===== src/rtl/position_pd_sequencer_if.sv =====
// Signal bundle between the sensor/gain registers and the PD sequencer.
// Master drives the loop inputs; slave (the sequencer) drives the PWM result.
interface position_pd_sequencer_if;
    logic               enable;
    logic [15:0]        Sensor;
    logic [15:0]        positon_target;
    logic [15:0]        posi_kp;
    logic [15:0]        posi_kd;
    logic signed [15:0] Position_pwm;
    logic               pwm_valid;
    logic               busy;
    logic               sat;

    modport master (
        output enable, Sensor, positon_target, posi_kp, posi_kd,
        input  Position_pwm, pwm_valid, busy, sat
    );

    modport slave (
        input  enable, Sensor, positon_target, posi_kp, posi_kd,
        output Position_pwm, pwm_valid, busy, sat
    );
endinterface


===== src/rtl/position_pd_sequencer.sv =====
// Periodic PD sequencer: one shared 17x17 signed multiplier computes the P then the D term.
// Optional error deadband is enabled by defining PD_DEADBAND_EN.
module position_pd_sequencer #(
    parameter int unsigned DIV      = 1000,
    parameter int          OUT_MAX  = 32767,
    parameter int          OUT_MIN  = -32768,
    parameter int unsigned DEADBAND = 4
) (
    input logic                    clk,
    input logic                    rst,
    position_pd_sequencer_if.slave bus
);

    if (DIV < 8 || DIV > 65535 || OUT_MIN >= OUT_MAX || DEADBAND > 65535) begin : g_bad_cfg
        $error("position_pd_sequencer: illegal parameter set");
    end

    typedef enum logic [2:0] {StIdle, StSample, StMulP, StMulD, StSat, StOut} state_e;

    localparam logic [15:0]        DivLast  = 16'(DIV - 1);
    localparam logic signed [35:0] OutMaxW  = 36'(OUT_MAX);
    localparam logic signed [35:0] OutMinW  = 36'(OUT_MIN);
    localparam logic signed [15:0] OutMax16 = 16'(OUT_MAX);
    localparam logic signed [15:0] OutMin16 = 16'(OUT_MIN);

    state_e             state_q, state_d;
    logic [15:0]        cnt_q, cnt_d;
    logic               first_q, first_d;
    logic signed [16:0] err_q, err_d;
    logic signed [16:0] err_prev_q, err_prev_d;
    logic signed [17:0] derr_q, derr_d;
    logic [15:0]        kp_q, kp_d, kd_q, kd_d;
    logic signed [35:0] acc_q, acc_d;
    logic signed [15:0] pwm_q, pwm_d;
    logic               valid_q, valid_d;
    logic               sat_q, sat_d;

    logic               tick;
    logic signed [16:0] err_raw, err_s, derr_clip, mul_a, mul_b;
    logic signed [17:0] derr_raw;
    logic signed [33:0] prod;
    logic signed [35:0] prod_ext;

    assign tick = bus.enable && (cnt_q == DivLast);

    always_comb begin
        err_raw = $signed({1'b0, bus.positon_target}) - $signed({1'b0, bus.Sensor});
`ifdef PD_DEADBAND_EN
        if ((err_raw <= $signed(17'(DEADBAND))) && (err_raw >= -$signed(17'(DEADBAND)))) begin
            err_s = '0;
        end else begin
            err_s = err_raw;
        end
`else
        err_s = err_raw;
`endif
        derr_raw = $signed({err_s[16], err_s}) - $signed({err_prev_q[16], err_prev_q});
    end

    // Clamp the 18-bit derivative into the multiplier's 17-bit signed operand range.
    always_comb begin
        if (!derr_q[17] && derr_q[16]) begin
            derr_clip = 17'sh0FFFF;
        end else if (derr_q[17] && !derr_q[16]) begin
            derr_clip = $signed(17'h10000);
        end else begin
            derr_clip = derr_q[16:0];
        end
    end

    // The single shared multiplier: P operands in MUL_P, D operands in MUL_D.
    always_comb begin
        if (state_q == StMulD) begin
            mul_a = derr_clip;
            mul_b = $signed({1'b0, kd_q});
        end else begin
            mul_a = err_q;
            mul_b = $signed({1'b0, kp_q});
        end
        prod     = mul_a * mul_b;
        prod_ext = {{2{prod[33]}}, prod};
    end

    always_comb begin
        if (!bus.enable || cnt_q == DivLast) begin
            cnt_d = '0;
        end else begin
            cnt_d = cnt_q + 16'd1;
        end
    end

    always_comb begin
        state_d    = state_q;
        first_d    = first_q;
        err_d      = err_q;
        err_prev_d = err_prev_q;
        derr_d     = derr_q;
        kp_d       = kp_q;
        kd_d       = kd_q;
        acc_d      = acc_q;
        pwm_d      = pwm_q;
        sat_d      = sat_q;
        valid_d    = 1'b0;

        unique case (state_q)
            StIdle: begin
                if (tick) state_d = StSample;
            end
            StSample: begin
                kp_d       = bus.posi_kp;
                kd_d       = bus.posi_kd;
                err_d      = err_s;
                err_prev_d = err_s;
                derr_d     = first_q ? '0 : derr_raw;
                first_d    = 1'b0;
                state_d    = StMulP;
            end
            StMulP: begin
                acc_d   = prod_ext;
                state_d = StMulD;
            end
            StMulD: begin
                acc_d   = acc_q + prod_ext;
                state_d = StSat;
            end
            StSat: begin
                if (acc_q > OutMaxW) begin
                    pwm_d = OutMax16;
                    sat_d = 1'b1;
                end else if (acc_q < OutMinW) begin
                    pwm_d = OutMin16;
                    sat_d = 1'b1;
                end else begin
                    pwm_d = acc_q[15:0];
                    sat_d = 1'b0;
                end
                valid_d = 1'b1;
                state_d = StOut;
            end
            StOut: begin
                state_d = StIdle;
            end
            default: begin
                state_d = StIdle;
            end
        endcase

        // Disabling the loop forgets the error history so the next run has no derivative kick.
        if (!bus.enable) first_d = 1'b1;
    end

    always_ff @(posedge clk) begin
        if (rst) begin
            state_q    <= StIdle;
            cnt_q      <= '0;
            first_q    <= 1'b1;
            err_q      <= '0;
            err_prev_q <= '0;
            derr_q     <= '0;
            kp_q       <= '0;
            kd_q       <= '0;
            acc_q      <= '0;
            pwm_q      <= '0;
            sat_q      <= 1'b0;
            valid_q    <= 1'b0;
        end else begin
            state_q    <= state_d;
            cnt_q      <= cnt_d;
            first_q    <= first_d;
            err_q      <= err_d;
            err_prev_q <= err_prev_d;
            derr_q     <= derr_d;
            kp_q       <= kp_d;
            kd_q       <= kd_d;
            acc_q      <= acc_d;
            pwm_q      <= pwm_d;
            sat_q      <= sat_d;
            valid_q    <= valid_d;
        end
    end

    assign bus.Position_pwm = pwm_q;
    assign bus.pwm_valid    = valid_q;
    assign bus.sat          = sat_q;
    assign bus.busy         = (state_q != StIdle);

endmodule


===== src/flat_wrapper.sv =====
// flat-port wrapper written by rule: the top's interface ports become plain ports
module position_pd_sequencer_flat 
#(
    parameter int unsigned DIV      = 1000,
    parameter int          OUT_MAX  = 32767,
    parameter int          OUT_MIN  = -32768,
    parameter int unsigned DEADBAND = 4
)
  (clk, rst, bus_enable, bus_Sensor, bus_positon_target, bus_posi_kp, bus_posi_kd, bus_Position_pwm, bus_pwm_valid, bus_busy, bus_sat);
  position_pd_sequencer_if bus_i ();
  input logic clk;
  input logic rst;
  input wire logic [$bits(bus_i.enable)-1:0] bus_enable;
  input wire logic [$bits(bus_i.Sensor)-1:0] bus_Sensor;
  input wire logic [$bits(bus_i.positon_target)-1:0] bus_positon_target;
  input wire logic [$bits(bus_i.posi_kp)-1:0] bus_posi_kp;
  input wire logic [$bits(bus_i.posi_kd)-1:0] bus_posi_kd;
  output wire logic [$bits(bus_i.Position_pwm)-1:0] bus_Position_pwm;
  output wire logic [$bits(bus_i.pwm_valid)-1:0] bus_pwm_valid;
  output wire logic [$bits(bus_i.busy)-1:0] bus_busy;
  output wire logic [$bits(bus_i.sat)-1:0] bus_sat;
  assign bus_i.enable = bus_enable;
  assign bus_i.Sensor = bus_Sensor;
  assign bus_i.positon_target = bus_positon_target;
  assign bus_i.posi_kp = bus_posi_kp;
  assign bus_i.posi_kd = bus_posi_kd;
  assign bus_Position_pwm = bus_i.Position_pwm;
  assign bus_pwm_valid = bus_i.pwm_valid;
  assign bus_busy = bus_i.busy;
  assign bus_sat = bus_i.sat;
  position_pd_sequencer #(.DIV(DIV), .OUT_MAX(OUT_MAX), .OUT_MIN(OUT_MIN), .DEADBAND(DEADBAND)) u_core (.clk(clk), .rst(rst), .bus(bus_i));
endmodule

===== config.mk =====
export PLATFORM = sky130hd
export DESIGN_NAME = position_pd_sequencer_flat
export DESIGN_NICKNAME = d
export VERILOG_FILES = /design/src/rtl/position_pd_sequencer_if.sv /design/src/rtl/position_pd_sequencer.sv /design/src/flat_wrapper.sv
export SDC_FILE = /design/constraint.sdc
export NUM_CORES = 1
export LEC_CHECK = 0
export ABC_AREA = 1
export BUFFER_PORTS_ARGS = -buffer_cell sky130_fd_sc_hd__buf_4
export CAP_MARGIN = 40
export CORE_ASPECT_RATIO = 0.75
export CORE_MARGIN = 3
export CORE_UTILIZATION = 50
export CTS_CLUSTER_SIZE = 40
export DETAILED_ROUTE_END_ITERATION = 12
export PLACE_DENSITY = 0.67
export SYNTH_ARGS = -nofsm -noshare
export SYNTH_HDL_FRONTEND = slang
export SYNTH_SLANG_ARGS = --single-unit

===== constraint.sdc =====
create_clock -name clk -period 13.25 [get_ports clk]
set_clock_uncertainty 0.05 [all_clocks]
set_input_delay 0 -clock clk [delete_from_list [all_inputs] [get_ports clk]]
set_output_delay 0 -clock clk [all_outputs]
set_load 0.05 [all_outputs]

==> impl_metrics.tcl <==
set metrics [dict create \
    status "completed" \
    final.setup.worst_slack_ns 2.824 \
    clk-insertion-delay-late_ns 0.46 \
    ys_seq_elements 141 \
    drc 0 \
    maxSlewViolCount 0 \
    grt_max_degree 68 \
    synthDistinctLibCells 47 \
    async_flop_share 0 \
    ios 86 \
    cp-start-kind "register" \
    ant_nets 0 \
    area_growth_pct 9.741 \
    hp-class "in2reg" \
    drt-wirelength-per-cell_um 17.90 \
    n_antenna_cell 0 \
    end_kind "register" \
    rsz0062_at_grt "no" \
    drtIter0Drc 1578 \
    htree_levels 4 \
    place_hpwl_um 54080 \
    overflow 0 \
    finalSetupTns_ns 0 \
    ys.flop_type "dfxtp_1" \
    whs_ns 0.07425 \
    met1_usage 0.4475 \
    core_um2 41320 \
    final_core_util 0.5622 \
    crit_buf_inv 10 \
    power.density_nw_per_um2 70.03 \
    p_leak_nw 11.93 \
    setup_viol 0 \
    cp.required_ns 13.58 \
    combPwrFrac 0.396 \
    pre_cts_slack_ns 2.973 \
    first_pass_iters 5 \
    yosysWarningCount 0 \
    cts_setup_buffers 0 \
    gp_congestion 1.002 \
    slew_headroom 0.3941 \
    cts.sinks 141 \
    design_area_um2 23230 \
    use_met3 0.06777 \
    ys_seq_area_frac 0.1333 \
    p_clk_frac 0.309 \
    synth_area_um2 21170 \
    critPathKind "reg2reg" \
    swShare 0.4383 \
    viasPerCell 5.390 \
    maxCapViolations 0 \
    final_cell_mix "nand2_1, inv_1, nor2_1" \
    slowest_delay_ns 0.66 \
    final_common_cell "nand2_1" \
    initial_core_util 0.5123 \
    avgSynthCellArea_um2 6.949 \
    clkSlewWorstSetupHoldPaths_ns 0.08 \
    portBuffers 85 \
    arrival_ns 10.76 \
    die_area_um2 44870 \
    cts_tree "built" \
    seq_power_share 0.295 \
    dp.cells 3626 \
    cts_made_buffers 17 \
    period_minus_slack_ns 10.43 \
    fin_nets 3629 \
    ir_drop_uv 91.39 \
    p_sw_uw 713.1 \
    critPathMaxFanout 64 \
    num_rows 64 \
    dieWidth_um 243.6 \
    worstMarginPinSlew_ns 0.9088 \
    intPower_uw 913.8 \
    synth_edf_count 0 \
    grt_usage 0.3049 \
    fin_crit_sh 0.7869 \
    dpl_cell_area_um2 22270 \
    grt.met2_usage 0.4603 \
    die_h_um 184.2 \
    cts_resized 0 \
    drt_wl_total_um 66100 \
    synth_fp_nets 3556 \
    syn_inst 3046 \
    antenna_found_initial 0 \
    drive_above_1_share 0.05971 \
    grt_pass1_vias 19920 \
    stdcell_count 3693 \
    grt_first_pass_wirelength_um 107500 \
    timing_hold_violations_final 0 \
    total_power_mw 1.627 \
    fmax_ghz 0.09591 \
    busiest_layer "met2" \
    cts-hold-fix-buffers 35 \
    cp_top_family "adder cells" \
    critPathSlowestCell "buf_4" \
    cts_buffer_depth 2 \
    vias 19900 \
    root_buffer "clkbuf_16" \
]
## state kept, by name, indices dropped and copies added (netlist names), 3 cells and up
register and cells:
u_core.bus.Position_pwm 16, u_core.derr_q 18, u_core.acc_q 36, u_core.kd_q 16
u_core.cnt_q 16, u_core.kp_q 16, u_core.state_q 3, u_core.err_q 17
## power groups by stage
| stage | registers, mW | clock network (mW) | logic [mW] |
|---|---|---|---|
| 4_1_cts | 0.479 | 0.511 | 0.628 |
| 5_1_grt | 0.484 | 0.530 | 0.712 |
| 3_5_place_dp | 0.489 | 0 | 0.614 |
| 6_report | 0.480 | 0.502 | 0.645 |
| 3_3_place_gp | 0.488 | 0 | 0.607 |
| 2_1_floorplan | 0.481 | 0 | 0.425 |
## path summary, 6_finish.rpt
check	start	to	slack, ns	depth (start not counted)
max	u_core.state_q[1]	u_core.acc_q[33]	2.82	39
min	bus_positon_target[14]	u_core.err_q[14]	0.07	5
max reg2reg	u_core.state_q[1]	u_core.acc_q[33]	2.82	39
min reg2reg	u_core.cnt_q[0]	u_core.cnt_q[0]	0.39	1
## logic make-up after synthesis
logic type | share of synthesized area
AOI/OAI and AO/OA | 0.1157
muxes | 0.0004729
and+or+nand+nor | 0.2377
DFF | 0.1333
adders and majority gates | 0.3619
xor gates and xnor gates | 0.01614
buffers and inverters | 0.1348
## routing by layer
layer / wire length (um) / vias up
met5: 0 / -
met4: 1178 / 0
met3: 5665 / 91
met2: 28140 / 757
met1: 31120 / 9561
li1: - / 9495
## synth_stat cells (2+ instances only)
| cell type | count | area share |
|---|---|---|
| nand2_2 | 4 | 0.0012 |
| nor3b_1 | 2 | 0.00071 |
| a21boi_0 | 2 | 0.00071 |
| a21o_1 | 13 | 0.0046 |
| inv_2 | 20 | 0.0035 |
| nand2b_1 | 2 | 0.00059 |
| nor2_1 | 318 | 0.056 |
| nand3b_1 | 13 | 0.0046 |
| nor2_2 | 2 | 0.00059 |
| or2_2 | 20 | 0.0059 |
| clkbuf_1 | 36 | 0.0064 |
| o21ai_1 | 15 | 0.0035 |
| xor2_1 | 26 | 0.011 |
| dfxtp_1 | 141 | 0.13 |
| o21ai_2 | 3 | 0.0012 |
| nor4_1 | 7 | 0.0021 |
| and2_1 | 7 | 0.0021 |
| nand2_1 | 654 | 0.12 |
| buf_2 | 32 | 0.0076 |
| fa_1 | 282 | 0.27 |
| o21ai_0 | 166 | 0.039 |
| a31oi_1 | 5 | 0.0015 |
| o211ai_1 | 6 | 0.0021 |
| buf_4 | 3 | 0.0011 |
| nor3_1 | 25 | 0.0059 |
| nand3_1 | 126 | 0.030 |
| nand4_1 | 35 | 0.010 |
| o21bai_1 | 17 | 0.0060 |
| ha_1 | 161 | 0.095 |
| buf_1 | 9 | 0.0016 |
| inv_1 | 645 | 0.11 |
| a21oi_2 | 2 | 0.00083 |
| xnor2_1 | 13 | 0.0054 |
| o21a_1 | 4 | 0.0014 |
| a21oi_1 | 216 | 0.051 |
| o31ai_1 | 2 | 0.00071 |
| a211oi_1 | 2 | 0.00071 |
## cell type report
class / instances / area [um2]
clock inverters: 15 / 185.2
well taps: 561 / 701.9
clock buffers: 17 / 425.4
fillers: 4010 / 18090
inverters: 665 / 2496
flip-flops and latches: 141 / 2823
multi-input cells: 2159 / 15500
repair buffers: 135 / 1101
## worst register-to-register path: cells and delay by family, from the launching register on
| kind | cells | cell delay [ns] |
|---|---|---|
| and+or+nand+nor | 15 | 2.14 |
| adders and majority gates | 8 | 4.00 |
| AOI/OAI and AO/OA | 6 | 1.18 |
| DFF | 1 | 0.39 |
| buffers and inverters | 10 | 2.60 |
(Power assumes the default switching activity.)
